[src/rtl/my_pe_pv2.sv]
// -----------------------------------------------------------------------------
// my_pe_pv2 - processing element: local weight RAM feeding a signed MAC.
//
// The array controller first preloads weights through we/din/addr. It then
// streams activations on ain with valid. Each issued MAC multiplies ain by the
// weight at mem[addr]. The product is added to, or subtracted from, the
// accumulator two clock edges later, and dvalid pulses for one cycle.
//
// Ports
//   aclk      in   1            clock, rising edge
//   aresetn   in   1            asynchronous active-low reset
//   ain       in   DATA_W       activation operand (signed)
//   din       in   DATA_W       RAM write data
//   addr      in   L_RAM_SIZE   RAM address for write or MAC read
//   we        in   1            RAM write enable (blocks a MAC issue)
//   valid     in   1            issue one MAC with ain and mem[addr]
//   subtract  in   1            1: acc -= product, 0: acc += product
//   clear     in   1            synchronous accumulator / overflow clear
//   dvalid    out  1            one-cycle pulse per completed MAC
//   dout      out  DATA_W       registered RAM read data (write-first)
//   pcout     out  ACC_W        accumulator (signed)
//   ovf       out  1            sticky signed-overflow flag
// -----------------------------------------------------------------------------
module my_pe_pv2 #(
    parameter int L_RAM_SIZE = 4,
    parameter int DATA_W     = 8,
    parameter int ACC_W      = 48
) (
    input  logic                  aclk,
    input  logic                  aresetn,
    input  logic [DATA_W-1:0]     ain,
    input  logic [DATA_W-1:0]     din,
    input  logic [L_RAM_SIZE-1:0] addr,
    input  logic                  we,
    input  logic                  valid,
    input  logic                  subtract,
    input  logic                  clear,
    output logic                  dvalid,
    output logic [DATA_W-1:0]     dout,
    output logic [ACC_W-1:0]      pcout,
    output logic                  ovf
);

    localparam int DEPTH = 1 << L_RAM_SIZE;
    localparam int P_W   = 2 * DATA_W;

    // Signed overflow of a +/- b: an add overflows when the operand signs
    // match and the result sign differs. A subtract overflows when the
    // operand signs differ and the result sign differs from a.
    function automatic logic ovf_detect(input logic a_msb,
                                        input logic b_msb,
                                        input logic r_msb,
                                        input logic sub);
        logic sign_cond;
        if (sub) begin
            sign_cond = (a_msb != b_msb);
        end else begin
            sign_cond = (a_msb == b_msb);
        end
        return sign_cond && (r_msb != a_msb);
    endfunction

    logic [DATA_W-1:0]        mem_r [DEPTH];
    logic [DATA_W-1:0]        rd_data_s;
    logic [DATA_W-1:0]        fwd_data_s;
    logic                     issue_s;

    logic [DATA_W-1:0]        a1_r;
    logic [DATA_W-1:0]        w1_r;
    logic                     sub1_r;
    logic                     v1_r;

    logic signed [P_W-1:0]    prod_s;
    logic signed [ACC_W-1:0]  prod_ext_s;
    logic [ACC_W-1:0]         result_s;
    logic [ACC_W-1:0]         fresh_s;
    logic                     ovf_event_s;

    logic [DATA_W-1:0]        dout_r;
    logic [ACC_W-1:0]         pcout_r;
    logic                     dvalid_r;
    logic                     ovf_r;

    // RAM write port. Contents are deliberately not reset.
    always_ff @(posedge aclk) begin
        if (we) begin
            mem_r[addr] <= din;
        end
    end

    // Read mux with same-edge write forwarding so that dout is write-first.
    // A write blocks issue, so the forward path never feeds stage 1.
    always_comb begin
        rd_data_s  = mem_r[addr];
        fwd_data_s = rd_data_s;
        if (we) begin
            fwd_data_s = din;
        end else begin
            fwd_data_s = rd_data_s;
        end
        issue_s = valid & ~we;
    end

    // Registered RAM read port.
    always_ff @(posedge aclk or negedge aresetn) begin
        if (!aresetn) begin
            dout_r <= {DATA_W{1'b0}};
        end else begin
            dout_r <= fwd_data_s;
        end
    end

    // Stage 1 operand capture. v1_r is cleared by reset so that in-flight
    // MACs are dropped.
    always_ff @(posedge aclk or negedge aresetn) begin
        if (!aresetn) begin
            v1_r   <= 1'b0;
            a1_r   <= {DATA_W{1'b0}};
            w1_r   <= {DATA_W{1'b0}};
            sub1_r <= 1'b0;
        end else begin
            v1_r <= issue_s;
            if (issue_s) begin
                a1_r   <= ain;
                w1_r   <= rd_data_s;
                sub1_r <= subtract;
            end
        end
    end

    // Stage 2 datapath: signed product, sign extension, accumulate or
    // subtract, and overflow detection.
    always_comb begin
        prod_s     = $signed(a1_r) * $signed(w1_r);
        prod_ext_s = ACC_W'(prod_s);
        if (sub1_r) begin
            result_s = pcout_r - prod_ext_s;
            fresh_s  = -prod_ext_s;
        end else begin
            result_s = pcout_r + prod_ext_s;
            fresh_s  = prod_ext_s;
        end
        ovf_event_s = ovf_detect(pcout_r[ACC_W-1], prod_ext_s[ACC_W-1],
                                 result_s[ACC_W-1], sub1_r);
    end

    // Accumulator, sticky overflow and completion pulse. When clear and a
    // stage-2 update land on the same edge, the new sum starts with this
    // product.
    always_ff @(posedge aclk or negedge aresetn) begin
        if (!aresetn) begin
            pcout_r  <= {ACC_W{1'b0}};
            ovf_r    <= 1'b0;
            dvalid_r <= 1'b0;
        end else begin
            dvalid_r <= v1_r;
            if (clear) begin
                ovf_r <= 1'b0;
                if (v1_r) begin
                    pcout_r <= fresh_s;
                end else begin
                    pcout_r <= {ACC_W{1'b0}};
                end
            end else if (v1_r) begin
                pcout_r <= result_s;
                ovf_r   <= ovf_r | ovf_event_s;
            end
        end
    end

    assign dout   = dout_r;
    assign pcout  = pcout_r;
    assign dvalid = dvalid_r;
    assign ovf    = ovf_r;

endmodule

[config.mk]
export PLATFORM = sky130hd
export DESIGN_NAME = my_pe_pv2
export DESIGN_NICKNAME = d
export VERILOG_FILES = /design/src/rtl/my_pe_pv2.sv
export SDC_FILE = /design/constraint.sdc
export NUM_CORES = 1
export LEC_CHECK = 0
export ABC_AREA = 1
export BUFFER_PORTS_ARGS = -buffer_cell sky130_fd_sc_hd__buf_2
export CORE_UTILIZATION = 40
export CTS_CLUSTER_DIAMETER = 80
export DETAILED_ROUTE_END_ITERATION = 6
export REMOVE_ABC_BUFFERS = 1
export SLEW_MARGIN = 15
export SYNTH_ARGS = -nofsm -noshare
export SYNTH_HDL_FRONTEND = slang
export SYNTH_SLANG_ARGS = --single-unit
[constraint.sdc]
create_clock -name aclk -period 7.8 [get_ports aclk]
set_clock_uncertainty 0.1 [all_clocks]
set_input_delay 1.95 -clock aclk [delete_from_list [all_inputs] [get_ports aclk]]
set_output_delay 1.95 -clock aclk [all_outputs]
set_load 0.02 [all_outputs]
After elaboration in Yosys (flattened, before gate mapping)
Memories as Yosys holds them, arrays and structs flattened.
Index checks and enable logic that the tools add are counted.
{ "classes": {"add_sub_neg": 3, "n_mul": 1, "n_eq_ne": 3, "muxes": 11, "bitwise_logic": 3, "n_reduce_logical": 2} }
{ "ops": {"columns": ["cell", "count"], "rows": [
  ["48-bit 2-to-1 mux", 5],
  ["48-bit adder", 1],
  ["16-bit negation with 48-bit output", 1],
  ["48-bit subtractor", 1],
  ["8-bit by 8-bit multiplier with 16-bit output", 1],
  ["8-bit 2-to-1 mux", 1],
  ["1-bit 2-to-1 mux", 5],
  ["1-bit != test", 2],
  ["2-bit nonzero test", 1],
  ["1-bit AND", 1],
  ["1-bit equality test", 1],
  ["1-bit logical AND", 1],
  ["1-bit inverter", 1],
  ["1-bit bitwise OR", 1]
]} }
{ "word_totals": {"ff_bits": 76, "ram_bits": 128, "out_inout_bits": 58, "wordCells": 32, "n_memories": 1} }
{ "memory_table": {"columns": ["memory", "words", "width", "rd", "rd_clocked_by_memory_dff", "wr", "line", "text"], "rows": [
  ["mem_r", 16, 8, 1, 0, 1, "63", "logic [DATA_W-1:0] mem_r [DEPTH];"]
]} }

Logic depth before layout (Yosys ltp)
Gate-level depths: netlist of run 1.
{ "logic_depth": {"ltp_word": 8, "depth_mapped": 42, "depth_no_buf": 41} }

Worst setup path before layout of run 1
OpenSTA, ideal clock, no wires.
{ "synth_path": {"kind": "reg-to-reg", "start": "reg a1_r[7]", "end": "reg pcout_r[40], in the netlist pcout[40]", "setup_ns": 0.125, "arrival_ns": 6.562, "required_ns": 7.575, "slack_ns": 1.013, "path_stages_with_launch": 37, "path_buffers": 2, "path_cell_list": "dfrtp_1 > clkbuf_1 > nand2_1 > inv_1 > fa_1 > inv_1 > fa_1 > inv_1 > fa_1 > inv_1 > fa_1 > inv_1 > ha_1 > a21oi_1 > a21boi_1 > nand2_1 > nand2_1 > nand2_1 > a21oi_2 > xor2_2 > nand3_1 > buf_2 > ha_1 > or2_2 > nand2_1 > ha_1 > a21oi_1 > inv_1 > a31oi_1 > o21ai_0 > a21oi_1 > nand2_1 > a21o_1 > nand2_1 > nand3b_1 > nand3_1 > nand3_1"} }
{ "synth_via": {"elab_chain_len": 5, "elab_cells_between_ends": 9, "cone_classes": "add/sub: 3; mul: 1; mux: 5"} }
{ "synth_lines": {"columns": ["element", "line", "text"], "rows": [
  ["from (decl)", "68", "logic [DATA_W-1:0] a1_r;"],
  ["from (signal assigned)", "118", "a1_r <= {DATA_W{1'b0}};"],
  ["from (signal assigned)", "124", "a1_r <= ain;"],
  ["8-bit by 8-bit multiplier with 16-bit output *", "134", "prod_s = $signed(a1_r) * $signed(w1_r);"],
  ["48-bit adder, or another cell as far along", "140", "result_s = pcout_r + prod_ext_s;"],
  ["48-bit 2-to-1 mux", "136", "if (sub1_r) begin"],
  ["48-bit 2-to-1 mux, on equally long branches", "164, 159", null],
  ["48-bit 2-to-1 mux *", "157", "if (clear) begin"],
  ["to (signal assigned)", "160", "pcout_r <= fresh_s;"],
  ["to (signal assigned)", "162", "pcout_r <= {ACC_W{1'b0}};"],
  ["to (signal assigned)", "165", "pcout_r <= result_s;"],
  ["to (decl)", "80", "logic [ACC_W-1:0] pcout_r;"]
]} }
Mark *: on every way between the ends. The rest lies on a longest branch, timed or not. The select of a mux whose other input is x is not followed.
A chain may end at the register's enable or synchronous reset.

Worst setup path in the final report of run 1
{ "layout_path": {"start": "reg a1_r[0]", "end": "reg pcout_r[37], in the netlist pcout[37]"} }
Same word-level chain as after synthesis.

==> metrics, run 1 <==
H-tree depth 1; core area 34,880 um2; Placer Congestion roughly 0.98; Area Growth Syn to Fin 12.28%; Yosys top cell area share around 27%; vias around 12,000; Critical Path End pcout[37]; Fill cells about 3,400; Clock Latency Late Sink between 0.5 and 0.6 ns; Syn Inst Count 1,708; I/O Buffers between 80 and 90; r2r endpoint pcout[37]; Clock power frac 16.4%; FF+latch count, synth 204; Top FF cell, synth edfxtp_1; clock sink count slightly above 200; fin. max-slew vios 0; post-route ant nets 0; Flop pwr share between 10% and 20%; row count 68; Die W roughly 190 um; diode count 0; initial DRC count between 900 and 1,000; largest cells by area after synthesis edfxtp_1 27%, dfrtp_1 13%, nand2_1 11%; Min-Delay Path Class flop to flop; Setup crit start kind flop; Worst Hold Slack between 0.4 and 0.5 ns; CTS Buf Count 26; Fin Setup TNS 0 ns; crit share post-route around 95%; DRC 0; Critical R2R Launch a1_r[0]; Syn Area/Cell around 8.4 um2; CTS tree built; Fin. Hold Viols 0; Crit. End Element flop; maximum buffer depth of the clock tree 3; Die Y ~190 um; CTS root buffer clkbuf_16; Post-synth EDFFs between 100 and 150; drt via density around 5.3; Yosys warning total 0; Post-Route WL slightly above 40 mm; register area share after synthesis between 40% and 50%; internal power 0.003605 W; WP buf/inv 4; cell depth of the worst flop-to-flop path 33; status completed; vias in the first global route around 12,000; Storage cell area approximately 5700 um2; largest net degree at the start of global routing 50; DP Wirelength ~30 mm; reg-to-reg slack, setup roughly 0.43 ns; top-level port count 84; Async S/R FF share, synth 37.25%; fin cells 2,250; layout cells sized above 1 10.25%; VDD IR max 0.2932 mV; Netlist Area Pre-Place between 10,000 and 15,000 um2; global-route wire length before repair 63.36 mm; Clk pin slew, worst setup/hold paths 0.06 ns; unrepaired setup endpoints after global routing no; Leakage roughly 7.7 nW; max_cap viols 0; count of different cell masters after synthesis between 50 and 60; Critical Path RT slightly above 8 ns; nets@finish about 1,900; arrival time at the worst endpoint approximately 7.7 ns; max_slew headroom between 40 and 50%; Final Critical Period about 7.4 ns; Final setup viols 0; most frequent CP cell nand2_1; CP top delay family adder cells; GRT Total Usage between 20 and 25%; hold_buf cts 0; Comb power frac about 65%; Crit-path slowest cell fa_1; Slew @ Worst Pin ~0.8 ns; drt pass-1 iters 5; Sw Share around 51%; pwr/cell area 460.7 nW/um2; Starting Density approximately two fifths; grt ovf 0; Die ar. ~37,000 um2; min-delay src pcout[4]; kind of critical path flop to flop; Largest stage delay, worst path approximately 0.54 ns; Worst setup startpoint a1_r[0]; initial antenna violation count 0; crit path max fanout 9; WL/cell ~18 um; WP depth 33; multi-input logic area 7402 um2; Peak Freq 135.7 MHz; Synth area leader edfxtp_1; Placed Instances ~2,200; sw power approximately 0.0038 W
metal layers:
layer / up-vias / wire length [um] / track usage [%]
li1: 5825 / - / -
met1: 5668 / 17840 / 30.06
met2: 369 / 19020 / 38.18
met3: 72 / 2517 / 3.470
met4: 0 / 1001 / 5.495
met5: - / 0 / 0
cells by family (layout without fill, tap and decap cells):
family	count (synthesis)	count (layout)	synth area share [%]
AOI/OAI and AO/OA	343	343	14.64
xor gates and xnor gates	37	37	2.417
adders and majority gates	135	135	14.71
buffers and inverters	319	406	8.526
DFF	204	204	40.07
and+or+nand+nor	670	670	19.63
worst reg2reg max path: cells and delay by family (launching register included):
kind | cells | cell delay [ns]
AO/OA/AOI/OAI | 6 | 0.86
XOR/XNOR | 1 | 0.25
adder cells (fa/ha/maj) | 7 | 3.10
buffers and inverters | 4 | 0.37
flip-flops | 1 | 0.50
AND/OR/NAND/NOR | 15 | 2.04
cells in the mapped netlist (6+ instances only):
library cell  number
a31oi_1           17
nand4_1            6
nand2_1          429
a22oi_1           65
o21bai_1           9
or4_1              8
o21ai_0           74
edfxtp_1         128
clkbuf_1          51
dfrtp_1           76
xor2_1            24
a21oi_1          118
nand3_1           77
fa_1              56
or2_2             10
inv_1            255
ha_1              79
o21a_1             7
a21o_1             6
o21ai_1            9
xnor2_1           10
nor2_1           107
o211ai_1          16
nand3b_1           7
cell type report:
cell class | count | share of cell area [%]
clock buffers | 33 | 4.391
repair buffers | 98 | 3.296
inverters | 260 | 6.070
flip-flops and latches | 204 | 35.70
clock inverters | 15 | 1.026
well taps | 455 | 3.536
multi-input cells | 1185 | 45.98
placed cells by master, fill, tap and decap left out, drive strengths merged, types with 2 or more instances in the layout:
master / netlist / routed
nand2: 433 / 433
inv: 258 / 259
edfxtp: 128 / 128
a21oi: 120 / 120
nor2: 111 / 111
buf: 8 / 98
o21ai: 87 / 87
nand3: 80 / 80
ha: 79 / 79
dfrtp: 76 / 76
a22oi: 65 / 65
fa: 56 / 56
clkbuf: 51 / 33
xor2: 25 / 25
o211ai: 18 / 18
a31oi: 17 / 17
xnor2: 12 / 12
clkinv: 2 / 12
or2: 11 / 11
o21bai: 9 / 9
or4: 8 / 8
nand3b: 7 / 7
o21a: 7 / 7
nor3: 7 / 7
nand4: 6 / 6
a21o: 6 / 6
nor4: 5 / 5
a21boi: 4 / 4
o221ai: 3 / 3
a221o: 2 / 2
clkinvlp: 0 / 2
bufinv: 0 / 2
per-stage QoR:
step | util (%) | worst slack, ns | area, um2 | total power, W
floorplan | - | 0.9891 | 14090 | 0.004898
global placement | 43.56 | 0.4001 | 15200 | 0.006105
detailed placement | 43.56 | 0.3563 | 15200 | 0.006099
CTS | 46.06 | 0.3619 | 16070 | 0.007343
global route | 46.15 | 0.01037 | 16100 | 0.008084
finish | 46.15 | 0.4289 | 16100 | 0.007417
flip-flops by register name, summed over array words and instances (netlist names):
signal and flops:
sub1_r 1, w1_r 8, mem_r 128, dout 8
v1_r 1, a1_r 8, dvalid 1, ovf 1
pcout 48
worst min path at each step:
stage	to	cells past startpoint	slack, ns
after floorplan	dvalid	0	0.46
after global placement	pcout[4]	2	0.41
after detailed placement	pcout[4]	2	0.41
after CTS	pcout[4]	2	0.43
after global routing	pcout[46]	2	0.46
final	pcout[4]	2	0.42
what timing repair did:
action                     CTS  global route
setup endpoints to repair    0            19
buffers inserted             0             1
gates resized for setup      0             8
power groups by stage:
stage	registers (W)	clock network [W]	logic, W
global route	0.00141	0.00128	0.00539
floorplan	0.00148	0	0.00341
CTS	0.00140	0.00124	0.00471
global placement	0.00142	0	0.00469
finish	0.00140	0.00121	0.00480
detailed placement	0.00142	0	0.00468
Power figures use the tool's default switching activity.
==> run 2: changes to the inputs <==
CELL_PAD_IN_SITES_DETAIL_PLACEMENT = 1   (was unset)
CELL_PAD_IN_SITES_GLOBAL_PLACEMENT = 1   (was unset)
PLACE_DENSITY_LB_ADDON = 0.1   (was unset)
==> metrics, run 2 (synthesis results as in run 1) <==
Fin Setup TNS 0 ns (unchanged); Clock Latency Late Sink 0.56 ns (-0.02 ns); core area 34,880 um2 (unchanged); crit share post-route 94.52% (about the same); arrival time at the worst endpoint 7.69 ns (about the same); Final setup viols 0 (unchanged); max_cap viols 0 (unchanged); vias in the first global route 12,566 (+9.2%); largest reg by FF count mem_r; Hold EP pcout[4]; row count 68 (unchanged); Slew @ Worst Pin 0.9508 ns (+0.1285 ns); Critical R2R Launch w1_r[7]; VDD IR max 0.2447 mV (-17%); Largest stage delay, worst path 0.54 ns (about the same); max_slew headroom 36.46% (-8.5 points); Setup crit start kind flop; vias 12,035 (+0.85%); Leakage 7.723 nW (about the same); final core utilization 46.30% (+0.15 points); WHS Path Cells 2 (unchanged); I/O Buffers 83 (unchanged); clock sink count 204 (unchanged); Critical Path RT 8.11 ns (about the same); post-route cell area 16,150 um2 (+0.33%); Die ar. 36,610 um2 (unchanged); Starting Density 41.10% (unchanged); Worst setup startpoint w1_r[7]; top-level port count 84 (unchanged); reg-to-reg slack, setup 0.43 ns (about the same); Final WS setup 0.4275 ns (-0.001441 ns); crit path max fanout 9 (unchanged); Placer Congestion 0.9254 (-5.2%); initial DRC count 629 (-31%); layout cells sized above 1 11.28% (+1.0 points); post-route ant nets 0 (unchanged); global-route wire length before repair 70.32 mm (+11%); Die W 191.3 um (unchanged); fin. max-slew vios 0 (unchanged); WL/cell 19.86 um (+11%); commonest cells after routing, fill and taps aside 427 x nand2_1, 253 x inv_1, 128 x edfxtp_1; Die Y 191.3 um (unchanged); most frequent CP cell nand2_1; Min-Delay Path Class flop to flop; largest net degree at the start of global routing 50 (unchanged); initial antenna violation count 0 (unchanged); Post-Route WL 44.78 mm (+11%); CTS Buf Count 26 (unchanged); Crit-path slowest cell fa_1; Area Growth Syn to Fin 12.65%; drt via density 5.337 (+0.62%); CTS tree built; GRT Total Usage 24.87% (+2.3 points); grt ovf 0 (unchanged); DRC 0 (unchanged); drt pass-1 iters 7 (+2); r2r endpoint pcout[37]; nets@finish 1,941 (+0.26%); Fin. Hold Viols 0 (unchanged); diode count 0 (unchanged); CTS root buffer clkbuf_16; Largest register FFs 128 (unchanged); maximum buffer depth of the clock tree 3 (unchanged); Worst Hold Slack 0.4163 ns (-0.004799 ns); Crit. End Element flop; kind of critical path flop to flop; Final Critical Period 7.372 ns (+0.001441 ns); cell depth of the worst flop-to-flop path 34 (+3.0%); Clk pin slew, worst setup/hold paths 0.07 ns (about the same); H-tree depth 1 (unchanged); Area after DPL 15,220 um2 (+0.16%); pwr/cell area 472.3 nW/um2 (+2.5%); status completed; min-delay src pcout[4]; commonest non-fill, non-tap cell in the layout nand2_1; Peak Freq 135.6 MHz (about the same); Post-Place Setup Slack 0.08094 ns (-0.2753 ns); DP Wirelength 33.32 mm (+11%)
## run 2: how the worst max path moves through the flow
stage,to,slack (ns),depth (start not counted)
global route,pcout[37],-0.05,34
CTS,pcout[42],0.08,32
floorplan,pcout[40],0.99,34
finish,pcout[37],0.43,34
detailed placement,pcout[42],0.08,32
global placement,pcout[42],0.24,32
## run 2: final cells by class
| cell class | count | area [um2] |
|---|---|---|
| Clock buffer | 28 | 658.1 |
| Clock inverter | 20 | 176.4 |
| Fill cell | 4215 | 18730 |
| Inverter | 260 | 980.9 |
| Multi-Input combinational cell | 1185 | 7448 |
| Sequential cell | 204 | 5749 |
| Tap cell | 455 | 569.3 |
| Timing Repair Buffer | 103 | 568.0 |
## run 2: metrics by stage
stage               total power, W  cells
global placement          0.006194   2203
finish                    0.007628   2255
global route              0.008299   2255
CTS                       0.007517   2251
floorplan                 0.004898   1649
detailed placement        0.006309   2203
## run 2: timing repair
item,4_1_cts,5_1_grt
resized for setup,0,23
hold buffers,0,0
hold endpoints to repair,0,0
endpoints found under the setup margin,0,26
buffers inserted,0,4
## run 2: critical path: cells and delay by family, from the launching register on
| kind | cells | cell delay, ns |
|---|---|---|
| AO/OA/AOI/OAI | 6 | 0.88 |
| XOR/XNOR | 1 | 0.27 |
| adder cells (fa/ha/maj) | 7 | 3.11 |
| buffers and inverters | 5 | 0.43 |
| flip-flops | 1 | 0.40 |
| AND/OR/NAND/NOR | 15 | 2.01 |
## run 2: report_power, final
group	leakage (nW)	total [W]	internal (W)	switching, W
sequential	2.13	0.00140	0.00127	0.000133
clock	0.402	0.00117	0.000656	0.000518
combinational	5.19	0.00505	0.00171	0.00335
## run 2: metal layers
metal	track usage, %	vias to the layer above	wire [um]	share of wire, %
met5	0	-	0	0
met4	6.349	0	1156	2.6
met3	2.423	62	1300	2.9
met2	42.27	212	21690	48
met1	33.82	5935	20640	46
li1	-	5826	-	-
